[src/rtl/pc_gen.sv]
// Fetch-stage program-counter generator: reset/trap vectors, prioritised redirects,
// halt/resume control and an accepted-fetch counter. Optional macro: PC_GEN_RVC_EN.
module pc_gen #(
  parameter int unsigned           ADDR_W     = 32,
  parameter logic [ADDR_W-1:0]     RESET_ADDR = '0,
  parameter logic [ADDR_W-1:0]     TRAP_ADDR  = 'h100,
  parameter int unsigned           CNT_W      = 16
) (
  input  logic              clk,
  input  logic              rst,
  input  logic              stall_i,
  input  logic              halt_i,
  input  logic              resume_i,
  input  logic              jump_en_i,
  input  logic [ADDR_W-1:0] jump_addr_i,
  input  logic              trap_en_i,
  input  logic              fetch_ready_i,
`ifdef PC_GEN_RVC_EN
  input  logic              inc2_i,
`endif
  output logic [ADDR_W-1:0] pc_o,
  output logic              pc_valid_o,
  output logic              redirect_o,
  output logic              misalign_o,
  output logic [CNT_W-1:0]  fetch_cnt_o
);

  typedef enum logic [1:0] {
    ST_BOOT,
    ST_RUN,
    ST_HALT
  } state_e;

  state_e              state_q, state_d;
  logic [ADDR_W-1:0]   pc_q, pc_d;
  logic                redirect_q, redirect_d;
  logic                misalign_q, misalign_d;
  logic [CNT_W-1:0]    cnt_q, cnt_d;

  logic                valid;
  logic                accept;
  logic                bad_target;
  logic [ADDR_W-1:0]   inc_amt;

  assign valid  = (state_q == ST_RUN);
  assign accept = valid && fetch_ready_i;

`ifdef PC_GEN_RVC_EN
  assign bad_target = jump_addr_i[0];
  assign inc_amt    = inc2_i ? ADDR_W'(2) : ADDR_W'(4);
`else
  assign bad_target = |jump_addr_i[1:0];
  assign inc_amt    = ADDR_W'(4);
`endif

  always_comb begin
    state_d    = state_q;
    pc_d       = pc_q;
    redirect_d = 1'b0;
    misalign_d = 1'b0;
    cnt_d      = cnt_q + CNT_W'(accept);

    case (state_q)
      ST_BOOT: state_d = ST_RUN;
      ST_RUN, ST_HALT: begin
        // Redirects win in both RUN and HALT; only the fallback differs per state.
        if (trap_en_i) begin
          pc_d       = TRAP_ADDR;
          redirect_d = 1'b1;
          state_d    = ST_RUN;
        end else if (jump_en_i) begin
          pc_d       = bad_target ? TRAP_ADDR : jump_addr_i;
          redirect_d = 1'b1;
          misalign_d = bad_target;
          state_d    = ST_RUN;
        end else if (state_q == ST_HALT) begin
          if (resume_i) state_d = ST_RUN;
        end else if (halt_i) begin
          state_d = ST_HALT;
        end else if (!stall_i && fetch_ready_i) begin
          pc_d = pc_q + inc_amt;
        end
      end
      default: state_d = ST_BOOT;
    endcase
  end

  always_ff @(posedge clk) begin
    if (!rst) begin
      state_q    <= ST_BOOT;
      pc_q       <= RESET_ADDR;
      redirect_q <= 1'b0;
      misalign_q <= 1'b0;
      cnt_q      <= '0;
    end else begin
      state_q    <= state_d;
      pc_q       <= pc_d;
      redirect_q <= redirect_d;
      misalign_q <= misalign_d;
      cnt_q      <= cnt_d;
    end
  end

  assign pc_o        = pc_q;
  assign pc_valid_o  = valid;
  assign redirect_o  = redirect_q;
  assign misalign_o  = misalign_q;
  assign fetch_cnt_o = cnt_q;

endmodule

[config.mk]
export PLATFORM = sky130hd
export DESIGN_NAME = pc_gen
export DESIGN_NICKNAME = d
export VERILOG_FILES = /design/src/rtl/pc_gen.sv
export SDC_FILE = /design/constraint.sdc
export NUM_CORES = 1
export LEC_CHECK = 0
export CELL_PAD_IN_SITES_DETAIL_PLACEMENT = 0
export CELL_PAD_IN_SITES_GLOBAL_PLACEMENT = 1
export CORE_AREA = 2 2 138 100
export CTS_CLUSTER_SIZE = 25
export DETAILED_ROUTE_END_ITERATION = 16
export DIE_AREA = 0 0 140 102
export GPL_TIMING_DRIVEN = 0
export HOLD_SLACK_MARGIN = 0.05
export PLACE_DENSITY_LB_ADDON = 0.1
export SYNTH_ARGS = -nofsm -noshare
export SYNTH_HDL_FRONTEND = slang
export SYNTH_SLANG_ARGS = --single-unit
[constraint.sdc]
create_clock -name clk -period 4.3 [get_ports clk]
set_input_delay 0.645 -clock clk [delete_from_list [all_inputs] [get_ports clk]]
set_output_delay 0.645 -clock clk [all_outputs]
set_load 0.1 [all_outputs]
# Word-level counts from Yosys, hierarchy flattened
# Index checks and enable logic that the tools add are counted.
dict set report op_classes {
  n_addsub 2
  n_eq_ne 6
  n_mux 14
  bitwise 3
  n_reduce_logical 11
}
# cell n
set op_table {}
lappend op_table {{two-way mux 32 bit} 6}
lappend op_table {{adder 32 x 3 -> 32 bit (second input constant)} 1}
lappend op_table {{adder 16 x 1 -> 16 bit} 1}
lappend op_table {{two-way mux 2 bit} 5}
lappend op_table {{!= test 5 bit (second input constant)} 2}
lappend op_table {{one-hot mux 2 bit (2 select lines)} 1}
lappend op_table {{AND reduction 2 bit} 2}
lappend op_table {{AND reduction 4 bit} 1}
lappend op_table {{OR reduction 2 bit} 2}
lappend op_table {{OR reduction 4 bit} 1}
lappend op_table {{!= test 3 x 1 -> 1 bit (second input constant)} 1}
lappend op_table {{!= test 3 bit (second input constant)} 1}
lappend op_table {{NOT 1 bit} 3}
lappend op_table {{nonzero test 3 bit} 1}
lappend op_table {{== test 2 x 1 -> 1 bit (second input constant)} 1}
lappend op_table {{== test 2 bit (second input constant)} 1}
lappend op_table {{logical AND 1 bit} 2}
lappend op_table {{zero test 2 bit} 1}
lappend op_table {{two-way mux 1 bit} 2}
lappend op_table {{zero test 1 bit} 1}
dict set report totals {
  ff_bits 52
  inputBits 40
  output_inout_bits 51
  elab_cells 41
}

# Logic depth before layout (Yosys ltp)
# Gate-level depths: netlist (run 1).
dict set report logic_depth {
  depth_word 7
  depth_mapped 9
  depth_no_buf 9
}

# Least setup slack after synthesis (run 1)
# No wires, ideal clock.
dict set report synth_timing {
  path_kind {register to register}
  start {register state_q[1]}
  end {register cnt_q[15], in the netlist fetch_cnt_o[15]}
  setup_ps 128
  t_arrival_ps 2469
  t_required_ps 4172
  setup_slack_ps 1704
  stages_incl_launch_ff 10
  n_path_buf 0
  period_less_slack_ps 2596
  cell_sequence {dfxtp_1 > inv_1 > ha_1 > and2_1 > ha_1 > nand3_1 > or2_2 > nor4_1 > xnor2_1 > nor2_1}
}
dict set report synth_via {
  elab_chain_cells 3
}
# item line_no
set synth_rtl {}
lappend synth_rtl {{start, declared} 34} ;# state_e state_q, state_d;
lappend synth_rtl {{start signal, assigned} 96} ;# state_q <= state_d;
lappend synth_rtl {{== test 2 x 1 -> 1 bit} 45} ;# assign valid = (state_q == ST_RUN);
lappend synth_rtl {{via pc_valid_o} 22} ;# output logic pc_valid_o,
lappend synth_rtl {{logical AND 1 bit} 46} ;# assign accept = valid && fetch_ready_i;
lappend synth_rtl {{adder 16 x 1 -> 16 bit} 61} ;# cnt_d = cnt_q + CNT_W'(accept);
lappend synth_rtl {{end signal, assigned} 100} ;# cnt_q <= cnt_d;
lappend synth_rtl {{end, declared} 38} ;# logic [CNT_W-1:0] cnt_q, cnt_d;
# The timed path passes the listed nets, and every way through them passes these cells.
# A chain may end at the register's enable or synchronous reset.

# Worst setup path in the final report (run 1)
dict set report layout_timing {
  start {input jump_addr_i[0]}
  end {register pc_q[22], in the netlist pc_o[22]}
}
dict set report layout_via {
  elab_chain_cells 4
}
# item line_no
set layout_rtl {}
lappend layout_rtl {{start, declared} 15} ;# input logic [ADDR_W-1:0] jump_addr_i,
lappend layout_rtl {{OR reduction 2 bit} 52} ;# assign bad_target = |jump_addr_i[1:0];
lappend layout_rtl {{two-way mux 32 bit} 72} ;# pc_d = bad_target ? TRAP_ADDR : jump_addr_i;
lappend layout_rtl {{two-way mux 32 bit} 71} ;# end else if (jump_en_i) begin
lappend layout_rtl {{two-way mux 32 bit} 67} ;# if (trap_en_i) begin
lappend layout_rtl {{end signal, assigned} 97} ;# pc_q <= pc_d;
lappend layout_rtl {{end, declared} 35} ;# logic [ADDR_W-1:0] pc_q, pc_d;
# No other way between the ends.

==> results.sh, run 1 <==
export IMPL_path_clk_slew_ns=0.08
export IMPL_yosysUniqueCellTypes=59
export IMPL_layout_drive_gt1_share_pct=5.294
export IMPL_required_ns=4.55
export IMPL_syn_area_sq_mm=0.003168
export IMPL_cts_tree="yes"
export IMPL_fmax_ghz=0.3392
export IMPL_peakVddDrop_mv=0.1981
export IMPL_drc=6
export IMPL_ctsHoldBuffers=0
export IMPL_setup_viol=0
export IMPL_synth_top_area_cell="dfxtp_1"
export IMPL_firstDrtPassIters=12
export IMPL_outcome="complete, but fails checks"
export IMPL_cp_max_fo=10
export IMPL_dp_cells=668
export IMPL_synth_flop_cell="dfxtp_1"
export IMPL_leakage_uw=0.001560
export IMPL_synth_async_reset_ratio_pct=0
export IMPL_fp_dieH_um=102
export IMPL_placed_area_sq_mm=0.004247
export IMPL_synthTopCellsByCount="52 x dfxtp_1, 47 x a21oi_1, 40 x nor2_1"
export IMPL_start_kind="input port"
export IMPL_final_area_sq_mm=0.004468
export IMPL_finalCriticalPeriod_ns=2.948
export IMPL_netlist_instances=415
export IMPL_path_cells="clkdlybuf4s50_1 -> nor2_1 -> clkbuf_1 -> a21oi_1 -> o41ai_1 -> and3_1"
export IMPL_syn2layout_area_growth_pct=41.03
export IMPL_grt_pass1_wl_um=20610
export IMPL_critPathKind="input port to flop"
export IMPL_relSlewSlack_pct=33.66
export IMPL_vias=3604
export IMPL_final_nets=556
export IMPL_drv_cap=0
export IMPL_cts_root_buf="clkbuf_16"
export IMPL_cts_sinks=52
export IMPL_violations="design-rule violations"
export IMPL_fin_skew_ns=0.008276
export IMPL_grt_max_degree=17
export IMPL_regArea_sq_mm=0.001041
export IMPL_grt_antenna_before_repair=0
export IMPL_cts_buffers_inserted=5
export IMPL_final_instance_count_excl_fill=676
export IMPL_synth_warnings=0
export IMPL_power_density_mw_per_mm2=347.2
export IMPL_coreArea_sq_mm=0.01292
export IMPL_worstHoldPathType="flop to flop"
export IMPL_rrSetupSlack_ns=1.95
export IMPL_critPathTopFamily="buffers and inverters"
export IMPL_io_pins=91
export IMPL_h_tree_depth=2
export IMPL_tightestPinTransition_ns=0.9919
export IMPL_grtUsageTotal_pct=18.77
export IMPL_synth_edff_count=0
export IMPL_fin_crit_sh_pct=68.56
export IMPL_overflow=0
export IMPL_fill_cells=1355
export IMPL_critPathBufInv=2
export IMPL_rows=35
export IMPL_yosysMostFrequentCell="dfxtp_1"
export IMPL_cts_buffer_depth=2
export IMPL_ant_nets=0
export IMPL_drtIter0Drc=276
export IMPL_clk_latency_ns=0.30
export IMPL_worstPathArrival_ns=3.19
export IMPL_syn_nets=462
export IMPL_antennaDiodeCount=0
export IMPL_yosysTopAreaCellShare_pct=32.86
export IMPL_cts_setup_buffers=0
export IMPL_finalWirelength_um=13290
export IMPL_fp_dieW_um=140
export IMPL_ys_seq_area_share_pct=32.86
export IMPL_grt_pass1_vias=3493
export IMPL_ys_ff_latch=52
export IMPL_finish_utilization_pct=34.59
export IMPL_postCtsResizedCells=0
export IMPL_cp_end_kind="flop"
export IMPL_hold_violations=0
export IMPL_dieArea_sq_mm=0.01428
export IMPL_grt_setup_unrepaired="no"
export IMPL_slowest_delay_ns=0.71
export IMPL_place_congestion=0.8076
export IMPL_wl_per_cell_um=19.66
export IMPL_finalMaxSlewViolations=0
export IMPL_cp_slowest_cell="nor2_1"
export IMPL_avgSynthCellArea_sq_um=7.634
export IMPL_synth_area_top_cells="dfxtp_1 33%, a21oi_1 7.4%, nor2_1 4.7%"
export IMPL_avgViaCountPerCell=5.331
export IMPL_multi_input_area_sq_mm=0.001958
export IMPL_initial_core_util_pct=24.52
export IMPL_port_buffers=87
export IMPL_dp_hpwl_um=9823
export IMPL_tns_ns=0
==> registers in the layout (all words and copies together) (netlist names) <==
signal and cells:
fetch_cnt_o 16, misalign_o 1, pc_o 32, redirect_o 1
state_q 2
==> routing by layer <==
metal	track usage [%]	wire length [um]	part of all wire, %	vias up
li1	-	-	-	1729
met1	27.94	6686	50	1734
met2	28.04	5573	42	130
met3	3.515	894	6.7	11
met4	4.429	134	1.0	0
met5	0	0	0	-
==> through the flow <==
| step | power [uW] | hold WS [ns] | worst slack (ns) |
|---|---|---|---|
| final | 1552 | 0.4994 | 1.352 |
| after global routing | 1616 | 0.5162 | 1.253 |
| after CTS | 1569 | 0.5068 | 1.452 |
| after detailed placement | 968.6 | 0.4869 | 1.143 |
| after global placement | 968.3 | 0.4692 | 1.082 |
| after floorplan | 820.8 | 0.5187 | 1.704 |
==> power breakdown <==
part | switching (uW) | internal, uW
Combinational | 305 | 121
Sequential | 30.3 | 503
Clock | 199 | 393
Total | 534 | 1020
==> logic make-up after synthesis <==
| group | share of synthesized area, % |
|---|---|
| adder cells (fa/ha/maj) | 2.764 |
| AND/OR/NAND/NOR | 28.44 |
| multiplexers | 1.935 |
| XOR/XNOR | 3.594 |
| flip-flops | 32.86 |
| AO/OA/AOI/OAI | 24.88 |
| buffers and inverters | 5.529 |
==> final timing paths <==
| kind | start | end | cells after the start |
|---|---|---|---|
| min reg2reg | pc_o[1] | pc_o[1] | 1 |
| min | pc_o[1] | pc_o[1] | 1 |
| max reg2reg | state_q[0] | pc_o[8] | 9 |
| max | jump_addr_i[0] | pc_o[22] | 6 |
==> final cells by class <==
class / count / area share [%]
flip-flops and latches: 52 / 23.30
clock buffers: 5 / 2.800
well taps: 166 / 4.649
inverters: 13 / 1.092
repair buffers: 87 / 19.49
plain buffers: 29 / 2.828
clock inverters: 3 / 2.016
multi-input cells: 321 / 43.83
==> cells in the final DEF (no fill, tap or decap), types with 6 or more instances in the layout <==
cell type        instances
nand2_1                 39
a21oi_1                 47
nand4_1                 13
nor2_1                  40
a31oi_1                  6
a311oi_1                 6
nand3_1                 23
nor3_1                  11
xor2_1                   7
ha_1                     7
inv_1                   12
o21ai_0                 23
and2_1                   6
clkbuf_1                17
clkdlybuf4s50_1         87
xnor2_1                  6
buf_2                    7
and3_1                  10
dfxtp_1                 52
nor4_1                   7
Note: power is estimated with default switching activity, not from simulation.
==> run 2: changes to the inputs <==
clock period = 2.6 ns   (was 4.3 ns; I/O delays follow)
==> results.sh, run 2 (synthesis gave the netlist of run 1 again) <==
export IMPL_whs_endpoint="pc_o[1]"
export IMPL_cts_root_buf="clkbuf_16"
export IMPL_grt_pass1_wl_um=20610
export IMPL_dieArea_sq_mm=0.01428
export IMPL_avgViaCountPerCell=5.348
export IMPL_h_tree_depth=2
export IMPL_final_nets=556
export IMPL_wl_per_cell_um=19.72
export IMPL_setup_viol=0
export IMPL_outcome="complete, but fails checks"
export IMPL_r2r_cells=9
export IMPL_coreArea_sq_mm=0.01292
export IMPL_postCtsResizedCells=0
export IMPL_grt_setup_unrepaired="no"
export IMPL_grt_antenna_before_repair=0
export IMPL_cts_tree="yes"
export IMPL_seqPwrFrac_pct=34.4
export IMPL_fill_cells=1352
export IMPL_initial_core_util_pct=24.52
export IMPL_overflow=0
export IMPL_vias=3615
export IMPL_ant_nets=0
export IMPL_path_cells="clkdlybuf4s50_1 -> nor2_2 -> clkbuf_1 -> a21oi_1 -> o41ai_1 -> and3_1"
export IMPL_cts_setup_buffers=0
export IMPL_rows=35
export IMPL_slowest_delay_ns=0.57
export IMPL_relSlewSlack_pct=33.52
export IMPL_cp_slowest_cell="clkbuf_1"
export IMPL_firstDrtPassIters=12
export IMPL_place_congestion=0.8076
export IMPL_critPathKind="input port to flop"
export IMPL_rrSetupSlack_ns=0.25
export IMPL_worstPathArrival_ns=2.74
export IMPL_syn2layout_area_growth_pct=41.11
export IMPL_drc=6
export IMPL_hold_violations=0
export IMPL_fin_skew_ns=0.007987
export IMPL_leakage_uw=0.001560
export IMPL_start_kind="input port"
export IMPL_peakVddDrop_mv=0.3278
export IMPL_violations="design-rule violations"
export IMPL_finalPower_uw=2567
export IMPL_grt_max_degree=17
export IMPL_finish_utilization_pct=34.61
export IMPL_layout_drive_gt1_share_pct=5.490
export IMPL_path_clk_slew_ns=0.08
export IMPL_drtIter0Drc=280
export IMPL_holdPathStages=1
export IMPL_worstHoldPathType="flop to flop"
export IMPL_cp_max_fo=10
export IMPL_finalWirelength_um=13330
export IMPL_cts_buffer_depth=2
export IMPL_finalCriticalPeriod_ns=2.495
export IMPL_pwr_share_clk_pct=38.1
export IMPL_dp_hpwl_um=9823
export IMPL_required_ns=2.85
export IMPL_io_pins=91
export IMPL_cts_buffers_inserted=5
export IMPL_drv_cap=0
export IMPL_fin_crit_sh_pct=95.97
export IMPL_r2r_end="pc_o[8]"
export IMPL_cts_sinks=52
export IMPL_sw_frac_of_total_pct=34.46
export IMPL_fmax_ghz=0.4008
export IMPL_final_common_cell="clkdlybuf4s50_1"
export IMPL_grt_pass1_vias=3493
export IMPL_port_buffers=87
export IMPL_largest_register_ffs=32
export IMPL_finalMaxSlewViolations=0
export IMPL_grtUsageTotal_pct=18.77
export IMPL_combPwrFrac_pct=27.5
export IMPL_antennaDiodeCount=0
export IMPL_power_density_mw_per_mm2=574.2
export IMPL_most_common_layout_cells="87 x clkdlybuf4s50_1, 52 x dfxtp_1, 47 x a21oi_1"
export IMPL_cp_end_kind="flop"
export IMPL_p_int_uw=1683
export IMPL_clk_latency_ns=0.30
export IMPL_tightestPinTransition_ns=0.9941
export IMPL_fp_dieW_um=140
export IMPL_reg2reg_from="state_q[0]"
export IMPL_fp_dieH_um=102
export IMPL_holdCritStartpoint="pc_o[1]"
export IMPL_p_switching_uw=884.6
export IMPL_ctsHoldBuffers=0
run 2: through the flow:
step / setup TNS (ns) / hold WS, ns / setup WS [ns] / instances / area [sq um]
floorplan: 0 / 0.5187 / 0.003788 / 415 / 3168
global placement: -3.695 / 0.4692 / -0.3626 / 668 / 4247
detailed placement: -3.326 / 0.4869 / -0.3025 / 668 / 4247
CTS: 0 / 0.5068 / 0.007395 / 676 / 4462
global route: 0 / 0.5162 / 0.005104 / 676 / 4471
finish: 0 / 0.4994 / 0.1049 / 676 / 4471
run 2: worst max-delay path by stage:
stage,from,slack [ns],cells past startpoint,to
3_3_place_gp,jump_addr_i[0],-0.36,6,pc_o[22]
3_5_place_dp,jump_addr_i[0],-0.30,6,pc_o[22]
2_1_floorplan,state_q[1],0.004,9,fetch_cnt_o[15]
5_1_grt,state_q[0],0.005,9,pc_o[8]
4_1_cts,jump_addr_i[0],0.007,6,pc_o[22]
6_report,jump_addr_i[0],0.10,6,pc_o[22]
run 2: power by group through the flow:
stage / clock [uW] / sequential, uW / combinational [uW]
floorplan: 0 / 1130 / 230
global placement: 0 / 901 / 701
detailed placement: 0 / 901 / 701
CTS: 1010 / 882 / 704
global route: 1030 / 890 / 749
finish: 979 / 883 / 706
run 2: area by class of cell:
type / count / area [sq um] / share of cell area [%]
Buffer: 29 / 126.4 / 2.827
Clock buffer: 5 / 125.1 / 2.799
Clock inverter: 3 / 90.09 / 2.015
Inverter: 13 / 48.80 / 1.092
Multi-Input combinational cell: 321 / 1961 / 43.86
Sequential cell: 52 / 1041 / 23.29
Tap cell: 166 / 207.7 / 4.646
Timing Repair Buffer: 87 / 870.8 / 19.48
run 2: layer usage:
metal	share of wire [%]	vias up	GRT usage [%]
li1	-	1729	-
met1	50	1739	27.94
met2	42	134	28.04
met3	6.7	13	3.515
met4	1.0	0	4.429
met5	0	-	0
run 2: worst max-delay path: cells and delay by family:
family / cells / cell delay, ns
AND/OR/NAND/NOR: 2 / 0.71
AO/OA/AOI/OAI: 2 / 0.58
buffers and inverters: 2 / 1.05
==> run 3: changes to the inputs <==
CAP_MARGIN = 20   (was unset)
GPL_ROUTABILITY_DRIVEN = 0   (was unset)
SLEW_MARGIN = 20   (was unset)
==> results.sh, run 3 (synthesis gave the netlist of run 1 again) <==
export IMPL_firstDrtPassIters=11
export IMPL_peakVddDrop_mv=0.2429
export IMPL_port_buffers=87
export IMPL_overflow=0
export IMPL_ant_nets=0
export IMPL_finalWirelength_um=13500
export IMPL_fp_dieW_um=140
export IMPL_dp_hpwl_um=9814
export IMPL_multi_input_area_sq_mm=0.001961
export IMPL_fmax_ghz=0.4120
export IMPL_fin_crit_sh_pct=93.34
export IMPL_final_common_cell="clkdlybuf4s50_1"
export IMPL_final_nets=556
export IMPL_hold_slack_ns=0.4991
export IMPL_regArea_sq_mm=0.001041
export IMPL_grt_pass1_vias=3457
export IMPL_cts_buffers_inserted=5
export IMPL_worstPathArrival_ns=2.04
export IMPL_wl_per_cell_um=19.97
export IMPL_setup_viol=0
export IMPL_rows=35
export IMPL_critPathKind="flop to output pin"
export IMPL_grt_antenna_before_repair=0
export IMPL_grt_setup_unrepaired="no"
export IMPL_critPathBufInv=1
export IMPL_grt_max_degree=17
export IMPL_dieArea_sq_mm=0.01428
export IMPL_cp_end_kind="output pin"
export IMPL_required_ns=2.21
export IMPL_drtIter0Drc=324
export IMPL_fill_cells=1348
export IMPL_finalCriticalPeriod_ns=2.427
export IMPL_initial_core_util_pct=24.52
export IMPL_cts_sinks=52
export IMPL_antennaDiodeCount=0
export IMPL_violations="design-rule violations"
export IMPL_relSlewSlack_pct=33.64
export IMPL_cts_buffer_depth=2
export IMPL_drc=6
export IMPL_path_clk_slew_ns=0.08
export IMPL_fin_skew_ns=0.006849
export IMPL_coreArea_sq_mm=0.01292
export IMPL_vias=3598
export IMPL_h_tree_depth=2
export IMPL_cp_max_fo=7
export IMPL_cts_tree="yes"
export IMPL_hold_violations=0
export IMPL_io_pins=91
export IMPL_most_common_layout_cells="87 x clkdlybuf4s50_1, 52 x dfxtp_1, 47 x a21oi_1"
export IMPL_outcome="complete, but fails checks"
export IMPL_power_density_mw_per_mm2=538.6
export IMPL_syn2layout_area_growth_pct=39.61
export IMPL_grt_pass1_wl_um=20590
export IMPL_drv_cap=0
export IMPL_largest_register_ffs=32
export IMPL_cts_root_buf="clkbuf_16"
export IMPL_cp_slowest_cell="clkdlybuf4s50_1"
export IMPL_finalPower_uw=2382
export IMPL_fp_dieH_um=102
export IMPL_grtUsageTotal_pct=18.74
export IMPL_start_kind="flop"
export IMPL_clk_latency_ns=0.30
export IMPL_slowest_delay_ns=1.20
export IMPL_tns_ns=0
export IMPL_layout_drive_gt1_share_pct=5.490
export IMPL_leakage_uw=0.001536
export IMPL_avgViaCountPerCell=5.322
export IMPL_tightestPinTransition_ns=0.9923
export IMPL_finalMaxSlewViolations=0
export IMPL_worstHoldPathType="flop to flop"
export IMPL_path_cells="clkdlybuf4s50_1"
export IMPL_critPathTopFamily="buffers and inverters"
export IMPL_rrSetupSlack_ns=0.22
export IMPL_ctsHoldBuffers=0
[run 3: power breakdown]
part / switching [uW] / internal, uW
Sequential: 50.0 / 832
Combinational: 507 / 200
Clock: 339 / 454
Total: 896 / 1490
[run 3: area by class of cell]
class | count | area share [%]
inverter | 13 | 1.103
tap | 166 | 4.696
multi-input combinational | 321 | 44.33
sequential | 52 | 23.54
timing repair buffer | 87 | 19.69
clock buffer | 5 | 2.829
clock inverter | 3 | 0.9618
buffer | 29 | 2.857
[run 3: worst paths after layout]
path         startpoint  endpoint  depth (start not counted)
max            pc_o[15]  pc_o[15]                          1
min             pc_o[1]   pc_o[1]                          1
max reg2reg  state_q[0]   pc_o[8]                          9
min reg2reg     pc_o[1]   pc_o[1]                          1
[run 3: timing repair]
action,in CTS,in global routing
buffers inserted,0,0
endpoints found under the setup margin,1,0
gates resized for setup,1,0
[run 3: metrics by stage]
| step | util (%) | area, sq um | instances | worst slack, ns |
|---|---|---|---|---|
| 6_report | 34.24 | 4423 | 676 | 0.1731 |
| 5_1_grt | 34.24 | 4423 | 676 | 0.02263 |
| 4_1_cts | 34.24 | 4423 | 676 | 0.1645 |
| 3_5_place_dp | 32.92 | 4253 | 668 | -0.3175 |
| 3_3_place_gp | 32.87 | 4247 | 668 | -0.3626 |
| 2_1_floorplan | - | 3168 | 415 | 0.003788 |
[run 3: metal layers]
| metal | vias to the layer above | wire length (um) | GRT usage, % |
|---|---|---|---|
| met2 | 136 | 5651 | 27.59 |
| li1 | 1726 | - | - |
| met5 | - | 0 | 0 |
| met3 | 8 | 754 | 3.233 |
| met1 | 1728 | 7001 | 28.58 |
| met4 | 0 | 95 | 3.885 |
